--- config.mk ---
export PLATFORM = sky130hd
export DESIGN_NAME = mc_control_unit_flat
export DESIGN_NICKNAME = d
export VERILOG_FILES = /design/src/rtl/mc_ctrl_pkg.sv /design/src/rtl/mc_control_unit_if.sv /design/src/rtl/mc_control_unit_alu_op_decode.sv /design/src/rtl/mc_control_unit.sv /design/src/flat_wrapper.sv
export SDC_FILE = /design/constraint.sdc
export NUM_CORES = 1
export LEC_CHECK = 0
export CAP_MARGIN = 30
export CORE_AREA = 4 4 49 51
export DETAILED_ROUTE_END_ITERATION = 12
export DIE_AREA = 0 0 53 55
export PLACE_DENSITY = 0.89
export SKIP_CTS_REPAIR_TIMING = 1
export SLEW_MARGIN = 30
export SYNTH_ARGS = -nofsm -noshare
export SYNTH_HDL_FRONTEND = slang
export SYNTH_SLANG_ARGS = --single-unit
--- constraint.sdc ---
create_clock -name clk -period 3.64 [get_ports clk]
set_input_delay 0.364 -clock clk [delete_from_list [all_inputs] [get_ports clk]]
set_output_delay 0.364 -clock clk [all_outputs]
set_load 0.03 [all_outputs]
--- src/rtl/mc_ctrl_pkg.sv ---
// mc_ctrl_pkg: shared opcode/func constants, ALUOp encoding, FSM state enum and ID dispatch
// Used by mc_control_unit and alu_op_decode. Configuration macro: MC_CTRL_ILLEGAL_HALT_EN
// (defined: undefined opcodes/funcs halt; undefined: they retire as NOPs).
package mc_ctrl_pkg;
   localparam logic [3:0] OP_BNE = 4'd0, OP_BEQ = 4'd1, OP_BGZ = 4'd2, OP_BLZ = 4'd3,
                          OP_ADI = 4'd4, OP_ORI = 4'd5, OP_LHI = 4'd6, OP_LWD = 4'd7,
                          OP_SWD = 4'd8, OP_JMP = 4'd9, OP_JAL = 4'd10, OP_RTYPE = 4'd15;
   localparam logic [5:0] FN_ADD = 6'd0, FN_SHR = 6'd7, FN_JPR = 6'd25, FN_JRL = 6'd26,
                          FN_WWD = 6'd28, FN_HLT = 6'd29;
   localparam logic [3:0] ALU_ADD = 4'd0, ALU_SUB = 4'd1, ALU_AND = 4'd2, ALU_ORR = 4'd3,
                          ALU_NOT = 4'd4, ALU_TCP = 4'd5, ALU_SHL = 4'd6, ALU_SHR = 4'd7,
                          ALU_LHI = 4'd8, ALU_ORI = 4'd9, ALU_BNE = 4'd10, ALU_BEQ = 4'd11,
                          ALU_BGZ = 4'd12, ALU_BLZ = 4'd13;
   typedef enum logic [4:0] {
      S_BOOT, S_IF, S_IF_INC, S_ID, S_EX_R, S_WB_R, S_EX_I, S_WB_I, S_EX_MEM, S_MEM_RD,
      S_WB_LD, S_MEM_WR, S_EX_BR, S_JMP, S_JAL, S_JPR, S_JRL, S_WWD, S_HLT
   } state_t;
   typedef enum logic [1:0] {CLS_ADD, CLS_R, CLS_I, CLS_BR} alu_cls_t;
   function automatic state_t id_next(input logic [3:0] op, input logic [5:0] fn);
      state_t ill;
`ifdef MC_CTRL_ILLEGAL_HALT_EN
      ill = S_HLT;
`else
      ill = S_IF;
`endif
      return op <= OP_BLZ   ? S_EX_BR  :
             op <= OP_LHI   ? S_EX_I   :
             op <= OP_SWD   ? S_EX_MEM :
             op == OP_JMP   ? S_JMP    :
             op == OP_JAL   ? S_JAL    :
             op != OP_RTYPE ? ill      :
             fn <= FN_SHR   ? S_EX_R   :
             fn == FN_JPR   ? S_JPR    :
             fn == FN_JRL   ? S_JRL    :
             fn == FN_WWD   ? S_WWD    :
             fn == FN_HLT   ? S_HLT    : ill;
   endfunction
endpackage

--- src/rtl/mc_control_unit_if.sv ---
// mc_control_unit_if: control unit <-> datapath bundle
// master (control unit): inputs opcode/func_code/inputReady, outputs every strobe/select/status.
// slave (datapath): the mirror image.
interface mc_control_unit_if;
   logic [3:0] opcode;
   logic [5:0] func_code;
   logic       inputReady;
   logic       PCWrite, PCWriteCond, IorD, MemRead, MemWrite, IRWrite, RegWrite, ALUSrcA;
   logic [1:0] PCSource, MemtoReg, RegDst, ALUSrcB;
   logic [3:0] ALUOp;
   logic       isWWD, isHalted, done;
   modport master (
      input  opcode, func_code, inputReady,
      output PCWrite, PCWriteCond, PCSource, IorD, MemRead, MemWrite, IRWrite, MemtoReg,
             RegDst, RegWrite, ALUSrcA, ALUSrcB, ALUOp, isWWD, isHalted, done
   );
   modport slave (
      output opcode, func_code, inputReady,
      input  PCWrite, PCWriteCond, PCSource, IorD, MemRead, MemWrite, IRWrite, MemtoReg,
             RegDst, RegWrite, ALUSrcA, ALUSrcB, ALUOp, isWWD, isHalted, done
   );
endinterface

--- src/rtl/mc_control_unit_alu_op_decode.sv ---
// alu_op_decode: combinational ALUOp select from opcode, func_code and the state's ALU class
// Ports: opcode, func_code (IR fields), cls (ALU class of current state) -> alu_op.
module alu_op_decode
   import mc_ctrl_pkg::*;
(
   input  logic [3:0] opcode,
   input  logic [5:0] func_code,
   input  alu_cls_t   cls,
   output logic [3:0] alu_op
);
   always_comb
      alu_op = cls == CLS_R  ? (func_code <= FN_SHR ? func_code[3:0] : ALU_ADD) :
               cls == CLS_I  ? (opcode == OP_ORI ? ALU_ORI : opcode == OP_LHI ? ALU_LHI : ALU_ADD) :
               cls == CLS_BR ? ALU_BNE + {2'b00, opcode[1:0]} :
               ALU_ADD;
endmodule

--- src/rtl/mc_control_unit.sv ---
// mc_control_unit: multi-cycle Moore control FSM (fetch/decode/execute/memory/write-back)
// Ports: clk, reset_n (async active-low), bus (mc_control_unit_if.master).
// Parameter STATE_W: state register width (>= 5). Macro MC_CTRL_ILLEGAL_HALT_EN selects
// halt-on-illegal instead of NOP-on-illegal.
module mc_control_unit
   import mc_ctrl_pkg::*;
#(
   parameter int STATE_W = 5
)(
   input logic               clk,
   input logic               reset_n,
   mc_control_unit_if.master bus
);
   logic [STATE_W-1:0] state_q;
   state_t             state, nxt;
   alu_cls_t           cls;
   logic               done_q, link;
   assign state    = state_t'(state_q[4:0]);
   assign bus.done = done_q;
   assign link     = state == S_JAL || state == S_JRL;
   assign cls      = (state == S_EX_R || state == S_WB_R) ? CLS_R :
                     state == S_EX_I  ? CLS_I  :
                     state == S_EX_BR ? CLS_BR : CLS_ADD;
   alu_op_decode u_alu_op_decode (
      .opcode    (bus.opcode),
      .func_code (bus.func_code),
      .cls       (cls),
      .alu_op    (bus.ALUOp)
   );
   // done flags the cycle after an instruction's last state: entry into IF (not from BOOT) or HLT.
   always_ff @(posedge clk or negedge reset_n)
      if (!reset_n) begin
         state_q <= STATE_W'(S_BOOT);
         done_q  <= 1'b0;
      end else begin
         state_q <= STATE_W'(nxt);
         done_q  <= (nxt == S_IF && state != S_IF && state != S_BOOT) || (nxt == S_HLT && state != S_HLT);
      end
   always_comb begin
      nxt             = S_IF;
      bus.PCWrite     = 1'b0;
      bus.PCWriteCond = 1'b0;
      bus.PCSource    = 2'b00;
      bus.IorD        = 1'b0;
      bus.MemRead     = 1'b0;
      bus.MemWrite    = 1'b0;
      bus.IRWrite     = 1'b0;
      bus.MemtoReg    = 2'b00;
      bus.RegDst      = 2'b00;
      bus.RegWrite    = 1'b0;
      bus.ALUSrcA     = 1'b0;
      bus.ALUSrcB     = 2'b00;
      bus.isWWD       = 1'b0;
      bus.isHalted    = 1'b0;
      case (state)
         S_IF:     begin nxt = bus.inputReady ? S_IF_INC : S_IF; bus.MemRead = 1'b1; bus.IRWrite = 1'b1; end
         S_IF_INC: begin nxt = S_ID; bus.ALUSrcB = 2'b01; bus.PCWrite = 1'b1; end
         S_ID:     begin nxt = id_next(bus.opcode, bus.func_code); bus.ALUSrcB = 2'b10; end
         S_EX_R:   begin nxt = S_WB_R; bus.ALUSrcA = 1'b1; end
         S_WB_R:   begin bus.ALUSrcA = 1'b1; bus.RegWrite = 1'b1; bus.RegDst = 2'b01; end
         S_EX_I:   begin nxt = S_WB_I; bus.ALUSrcA = 1'b1; bus.ALUSrcB = 2'b10; end
         S_WB_I:   bus.RegWrite = 1'b1;
         S_EX_MEM: begin nxt = bus.opcode == OP_LWD ? S_MEM_RD : S_MEM_WR; bus.ALUSrcA = 1'b1; bus.ALUSrcB = 2'b10; end
         S_MEM_RD: begin nxt = bus.inputReady ? S_WB_LD : S_MEM_RD; bus.IorD = 1'b1; bus.MemRead = 1'b1; end
         S_WB_LD:  begin bus.RegWrite = 1'b1; bus.MemtoReg = 2'b01; end
         S_MEM_WR: begin nxt = bus.inputReady ? S_IF : S_MEM_WR; bus.IorD = 1'b1; bus.MemWrite = 1'b1; end
         S_EX_BR:  begin bus.ALUSrcA = 1'b1; bus.PCWriteCond = 1'b1; bus.PCSource = 2'b01; end
         S_JMP, S_JAL, S_JPR, S_JRL: begin
            bus.PCWrite  = 1'b1;
            bus.PCSource = (state == S_JMP || state == S_JAL) ? 2'b10 : 2'b11;
            bus.RegWrite = link;
            bus.RegDst   = link ? 2'b10 : 2'b00;
            bus.MemtoReg = link ? 2'b10 : 2'b00;
         end
         S_WWD:    bus.isWWD = 1'b1;
         S_HLT:    begin nxt = S_HLT; bus.isHalted = 1'b1; end
         default:  nxt = S_IF;
      endcase
   end
endmodule
--- src/flat_wrapper.sv ---
// flat-port wrapper written by rule: the top's interface ports become plain ports
module mc_control_unit_flat import mc_ctrl_pkg::*;
#(
   parameter int STATE_W = 5
)
  (clk, reset_n, bus_opcode, bus_func_code, bus_inputReady, bus_PCWrite, bus_PCWriteCond, bus_PCSource, bus_IorD, bus_MemRead, bus_MemWrite, bus_IRWrite, bus_MemtoReg, bus_RegDst, bus_RegWrite, bus_ALUSrcA, bus_ALUSrcB, bus_ALUOp, bus_isWWD, bus_isHalted, bus_done);
  mc_control_unit_if bus_i ();
  input logic clk;
  input logic reset_n;
  input wire logic [$bits(bus_i.opcode)-1:0] bus_opcode;
  input wire logic [$bits(bus_i.func_code)-1:0] bus_func_code;
  input wire logic [$bits(bus_i.inputReady)-1:0] bus_inputReady;
  output wire logic [$bits(bus_i.PCWrite)-1:0] bus_PCWrite;
  output wire logic [$bits(bus_i.PCWriteCond)-1:0] bus_PCWriteCond;
  output wire logic [$bits(bus_i.PCSource)-1:0] bus_PCSource;
  output wire logic [$bits(bus_i.IorD)-1:0] bus_IorD;
  output wire logic [$bits(bus_i.MemRead)-1:0] bus_MemRead;
  output wire logic [$bits(bus_i.MemWrite)-1:0] bus_MemWrite;
  output wire logic [$bits(bus_i.IRWrite)-1:0] bus_IRWrite;
  output wire logic [$bits(bus_i.MemtoReg)-1:0] bus_MemtoReg;
  output wire logic [$bits(bus_i.RegDst)-1:0] bus_RegDst;
  output wire logic [$bits(bus_i.RegWrite)-1:0] bus_RegWrite;
  output wire logic [$bits(bus_i.ALUSrcA)-1:0] bus_ALUSrcA;
  output wire logic [$bits(bus_i.ALUSrcB)-1:0] bus_ALUSrcB;
  output wire logic [$bits(bus_i.ALUOp)-1:0] bus_ALUOp;
  output wire logic [$bits(bus_i.isWWD)-1:0] bus_isWWD;
  output wire logic [$bits(bus_i.isHalted)-1:0] bus_isHalted;
  output wire logic [$bits(bus_i.done)-1:0] bus_done;
  assign bus_i.opcode = bus_opcode;
  assign bus_i.func_code = bus_func_code;
  assign bus_i.inputReady = bus_inputReady;
  assign bus_PCWrite = bus_i.PCWrite;
  assign bus_PCWriteCond = bus_i.PCWriteCond;
  assign bus_PCSource = bus_i.PCSource;
  assign bus_IorD = bus_i.IorD;
  assign bus_MemRead = bus_i.MemRead;
  assign bus_MemWrite = bus_i.MemWrite;
  assign bus_IRWrite = bus_i.IRWrite;
  assign bus_MemtoReg = bus_i.MemtoReg;
  assign bus_RegDst = bus_i.RegDst;
  assign bus_RegWrite = bus_i.RegWrite;
  assign bus_ALUSrcA = bus_i.ALUSrcA;
  assign bus_ALUSrcB = bus_i.ALUSrcB;
  assign bus_ALUOp = bus_i.ALUOp;
  assign bus_isWWD = bus_i.isWWD;
  assign bus_isHalted = bus_i.isHalted;
  assign bus_done = bus_i.done;
  mc_control_unit #(.STATE_W(STATE_W)) u_core (.clk(clk), .reset_n(reset_n), .bus(bus_i));
endmodule
==> results of run 1 <==
==> synthesized netlist by cell type, drive strengths merged, types with 2 or more instances <==
cell,number,area (µm²)
clkbuf,2,11.3
a21oi,5,25.0
o22ai,2,12.5
nand2b,6,37.5
nor2b,5,31.3
nor3,6,35.0
nand3,3,15.0
o21bai,2,15.0
o21ai,5,25.0
a221o,2,20.0
or2,3,18.8
nor3b,5,37.5
buf,8,56.3
a31oi,2,12.5
dfrtp,6,150
or3,3,18.8
a22o,2,17.5
mux2i,2,20.0
nand2,10,40.0
inv,5,18.8
nor2,20,82.6
nand3b,2,15.0
==> cell type report <==
type	count	area share, %
inverter	5	1.53
multi-input combinational	105	53.2
timing repair buffer	35	28.5
clock buffer	3	1.83
sequential	6	12.2
tap	27	2.75
==> flip-flops by register name (all words and copies together), names as in the netlist <==
name / count
u_core.state: 5
u_core.bus.done: 1
==> power by group through the flow <==
stage          clock [W]  combinational [W]  sequential, W
3_3_place_gp           0           0.000569       0.000167
5_1_grt        0.0000690           0.000627       0.000182
3_5_place_dp           0           0.000582       0.000169
2_1_floorplan          0           0.000466       0.000112
4_1_cts        0.0000628           0.000584       0.000167
6_report       0.0000596           0.000584       0.000170
==> worst paths after layout <==
check | from | end | slack, ns
worst max-delay path | u_core.state[3]$_DFF_PN0_ | bus_ALUOp[2] | 0.73
worst min-delay path | reset_n | u_core.state[3]$_DFF_PN0_ | 0.37
worst max register to register | u_core.state[3]$_DFF_PN0_ | u_core.bus.done$_DFF_PN0_ | 1.52
worst min register to register | u_core.state[2]$_DFF_PN0_ | u_core.state[0]$_DFF_PN0_ | 0.85
max in group asynchronous | reset_n | u_core.state[0]$_DFF_PN0_ | 3.05
min in group clk | u_core.state[2]$_DFF_PN0_ | u_core.state[0]$_DFF_PN0_ | 0.85
==> cells by family after synthesis <==
logic type / Yosys count / share of synthesized area (%)
muxes: 3 / 3.52
and+or+nand+nor: 68 / 41.4
xor gates and xnor gates: 1 / 0.985
DFF: 6 / 16.9
AOI/OAI and AO/OA: 33 / 27.6
buffers and inverters: 15 / 9.70
==> critical path, delay by kind of cell, from the launching register on <==
| kind | cells | cell delay [ns] |
|---|---|---|
| buf+inv | 2 | 0.78 |
| flops | 1 | 0.52 |
| simple gates | 3 | 0.81 |
| compound gates | 1 | 0.21 |
==> layer usage <==
metal / wire (µm) / vias to the layer above
met5: 0 / -
met2: 1250 / 55
met4: 31 / 0
met3: 180 / 4
li1: - / 514
met1: 1020 / 468
==> stage by stage <==
| step | util, % | instances | hold slack [ns] | setup slack (ns) |
|---|---|---|---|---|
| floorplan | - | 126 | 0.0684 | 1.31 |
| global placement | 62.1 | 178 | 0.609 | 0.921 |
| detailed placement | 62.1 | 178 | 0.628 | 0.846 |
| CTS | 63.3 | 181 | 0.368 | 0.712 |
| global route | 63.3 | 181 | 0.383 | 0.504 |
| finish | 63.3 | 181 | 0.367 | 0.730 |
==> results.cfg, run 1 <==
[timing]
clock_skew_ns = 0.00535
fin_crit_sh_pct = 79.9
period_needed_ns = 2.91
fmax_mhz = 344
maxSlewHeadroom_pct = 66.2
rsz0062_at_grt = no
finalHoldViolations = 0
worst_slew_pin_slew_ns = 0.502
slew_viol_final = 0
tns_ns = 0
setup_viol = 0

[critical_path]
critical-path-slowest-cell = clkdlybuf4s50_1
cpPeakStageDelay_ns = 0.67
critical_path_class = reg -> out
cp-end-kind = output port
crit_path_start_kind = flip-flop
required_ns = 3.28
rr_worst_depth = 6
critPathMaxFanout = 13
cp.arrival_ns = 2.55
crit_chain = nand2b_1 -> inv_1 -> nand2_1 -> nor4_1 -> a22o_1 -> clkdlybuf4s50_1

[detailed_routing]
dr.pass1.iters = 4
wire_per_inst_um = 13.7
via_count = 1041
vias_per_cell = 5.75
drcViolationCount = 0
ant_nets = 0
drt_first_iter_violations = 27
drt_wl_total_um = 2480

[power_and_ir_drop]
ir_drop_uv = 388
p_clk_share_pct = 7.3
p_leak_nw = 0.482
power_frac_seq_pct = 20.9
power_density_nw_per_um2 = 662
swShare_pct = 52.6
p_total_w = 0.000813
p_sw_w = 0.000428
internal_power_w = 0.000385
comb_power_share_pct = 71.8

[run]
cap_violations = 0

[synthesis]
synth_top_flop_cell = dfrtp_1
synth_seq_area_share_pct = 16.9
synthesis.nets = 139
synth_seq_cells = 6
syn_area_um2 = 890
synth_cell_types = 48
synth_warnings = 0
synth_edf_count = 0
syn_avg_cell_area_um2 = 7.06
postSynthCellCount = 126
async_reset_ff_share_pct = 100

[cts]
htree_levels = 1
cts_tree = done
cts.sinks = 6
clock_latency_ns = 0.24
clk_pin_slew_worst_paths_ns = 0.05
numCtsBuffers = 3
cts_buffer_depth = 2
root_buffer = clkbuf_4

[placed_design]
gp_congestion = 0.912
port_buffers = 35
post_dp_cell_area_um2 = 1210
hpwl_um = 1990

[floorplan]
die-height_um = 55
start_util_pct = 45.8
pin_count = 36
placementRows = 16
chipWidth_um = 53
core_area_um2 = 1940
dieArea_um2 = 2920

[global_routing]
grt_pass1_vias = 941
grt_usage_pct = 18.0
met1_usage_pct = 21.8
grt_pass1_wl_um = 4050
gr-usage-met2_pct = 33.5
antenna_found_initial = 0
grt_busiest_layer = met2
grt-ovfl-total = 0
grt_max_degree = 20
use_met3_pct = 2.68

[finish]
fillers = 176
seq_area_um2 = 150
final_cell_area_um2 = 1230
diodes = 0
multi_input_area_um2 = 653
layout_commonest_cell = clkdlybuf4s50_1
nNetsFinal = 169
drive_gt1_share_pct = 7.79
final_cell_mix = clkdlybuf4s50_1, nor2_1, nand2_1
area_growth_pct = 38.1

[worst_hold_path]
hold_path.class = in -> async

[status]
status = finished, final reports clean
Power figures use the tool's default switching activity.
==> run 2: changes to the inputs <==
CORE_AREA = 4 4 53 55   (was 4 4 49 51)
DIE_AREA = 0 0 57 59   (was 0 0 53 55)
PLACE_DENSITY = 0.8   (was 0.89)
clock period = 2.4 ns   (was 3.64 ns; I/O delays follow)
==> results.cfg, run 2 (synthesis gave the netlist of run 1 again) <==
[status]
status = finished, final reports clean

[detailed_routing]
drt_wl_total_um = 2660
drcViolationCount = 0
wl_met2_um = 1420
drt_first_iter_violations = 30
met3_length_um = 154
ant_nets = 0
via_count = 1049
met1Wirelength_um = 1080
dr.max_layer_used = met4
vias_per_cell = 5.55
wire_per_inst_um = 14.1
dr.pass1.iters = 4

[cts]
numCtsBuffers = 3
clk_pin_slew_worst_paths_ns = 0.04
cts_buffer_depth = 2
htree_levels = 1
cts_tree = done
root_buffer = clkbuf_4
clock_latency_ns = 0.24
cts.sinks = 6

[finish]
layout_commonest_cell = clkdlybuf4s50_1
final_cell_area_um2 = 1290
largest_register_ffs = 5
instances_no_fill = 189
fillers = 246
drive_gt1_share_pct = 15.7
diodes = 0
nNetsFinal = 174
area_growth_pct = 45.3
final_cell_mix = clkdlybuf4s50_1, nor2_1, nand2_1

[critical_path]
rr_worst_depth = 6
crit_chain = or3b_1 -> nor2_1 -> clkdlybuf4s50_1
cp.arrival_ns = 2.08
cp_top_family = buffers and inverters
crit_cells = 3
cp-end-kind = output port
critical-path-slowest-cell = clkdlybuf4s50_1
r2r-start = u_core.state[4]$_DFF_PN0_
path_buf_inv = 1
reg2reg_slack_ns = 0.29
cpPeakStageDelay_ns = 0.68
critPathMaxFanout = 11
critical_path_class = reg -> out
required_ns = 2.16
crit_path_start_kind = flip-flop
r2r_end = u_core.bus.done$_DFF_PN0_

[floorplan]
dieArea_um2 = 3360
placementRows = 18
die-height_um = 59
chipWidth_um = 57
start_util_pct = 37.3
pin_count = 36
core_area_um2 = 2390

[global_routing]
antenna_found_initial = 0
grt_pass1_vias = 1031
grt_usage_pct = 15.6
grt-ovfl-total = 0
grt_pass1_wl_um = 4330
grt_max_degree = 17

[power_and_ir_drop]
p_total_w = 0.00126
p_leak_nw = 0.650
ir_drop_uv = 628
power_density_nw_per_um2 = 978

[placed_design]
hpwl_um = 2100
post_dp_cell_area_um2 = 1240
place_inst = 186
port_buffers = 35
gp_congestion = 0.930

[timing]
tns_ns = 0
slew_viol_final = 0
setup_viol = 0
maxSlewHeadroom_pct = 60.8
fin_crit_sh_pct = 96.5
period_needed_ns = 2.32
rsz0062_at_grt = no
finalHoldViolations = 0
clock_skew_ns = 0.00129
worst_slew_pin_slew_ns = 0.582
fmax_mhz = 432

[worst_hold_path]
hold_path.class = in -> async

[run]
cap_violations = 0
-- run 2: cell count changes in the layout (fill, tap and decap cells not counted) --
cell / change
nor3_2: +1
clkdlybuf4s50_1: -11
buf_4: +8
dfrtp_1: -4
dfrtp_2: +4
dlymetal6s2s_1: +8
nor3_1: -1
-- run 2: area by class of cell --
class / count / area, µm² / area share [%]
repair buffers: 40 / 400 / 31.0
multi-input cells: 105 / 658 / 50.9
flip-flops and latches: 6 / 155 / 12.0
inverters: 5 / 18.8 / 1.45
well taps: 30 / 37.5 / 2.90
clock buffers: 3 / 22.5 / 1.74
-- run 2: worst register-to-register path, stage by stage (launching register included) --
cell and delay, ns:
dfrtp_1 0.50, or3_1 0.46, nor2_1 0.26, o21ai_0 0.18, o211ai_2 0.19, mux2_2 0.36, nor3_2 0.09
-- run 2: worst max path at each step --
stage	start	endpoint	slack [ns]
finish	u_core.state[4]$_DFF_PN0_	bus_MemWrite	0.08
global route	bus_opcode[0]	bus_ALUOp[3]	0.004
CTS	u_core.state[4]$_DFF_PN0_	bus_PCWriteCond	-0.07
detailed placement	bus_opcode[0]	bus_ALUOp[3]	0.11
global placement	bus_opcode[0]	bus_ALUOp[3]	0.17
floorplan	u_core.state[1]$_DFF_PN0_	u_core.bus.done$_DFF_PN0_	0.16
-- run 2: per-stage QoR --
step	worst slack, ns	util, %	hold slack [ns]
after CTS	-0.0707	52.9	0.235
after global routing	0.00351	54.1	0.248
after floorplan	0.158	-	-0.0556
after global placement	0.167	51.9	0.487
final	0.0834	54.1	0.230
after detailed placement	0.113	51.9	0.494
-- run 2: per-layer routing --
metal  vias up  GRT usage (%)
met5         -              0
met1       490           18.7
li1        520              -
met3         2           2.61
met4         0           2.98
met2        37           29.4
-- run 2: report_power, final --
group          leakage [nW]  total (W)  switching (W)  internal, W
Sequential           0.0715   0.000263       0.000119     0.000144
Clock                0.0138  0.0000915      0.0000351    0.0000565
Combinational         0.565   0.000909       0.000510     0.000399
Total                 0.650    0.00126       0.000664     0.000599
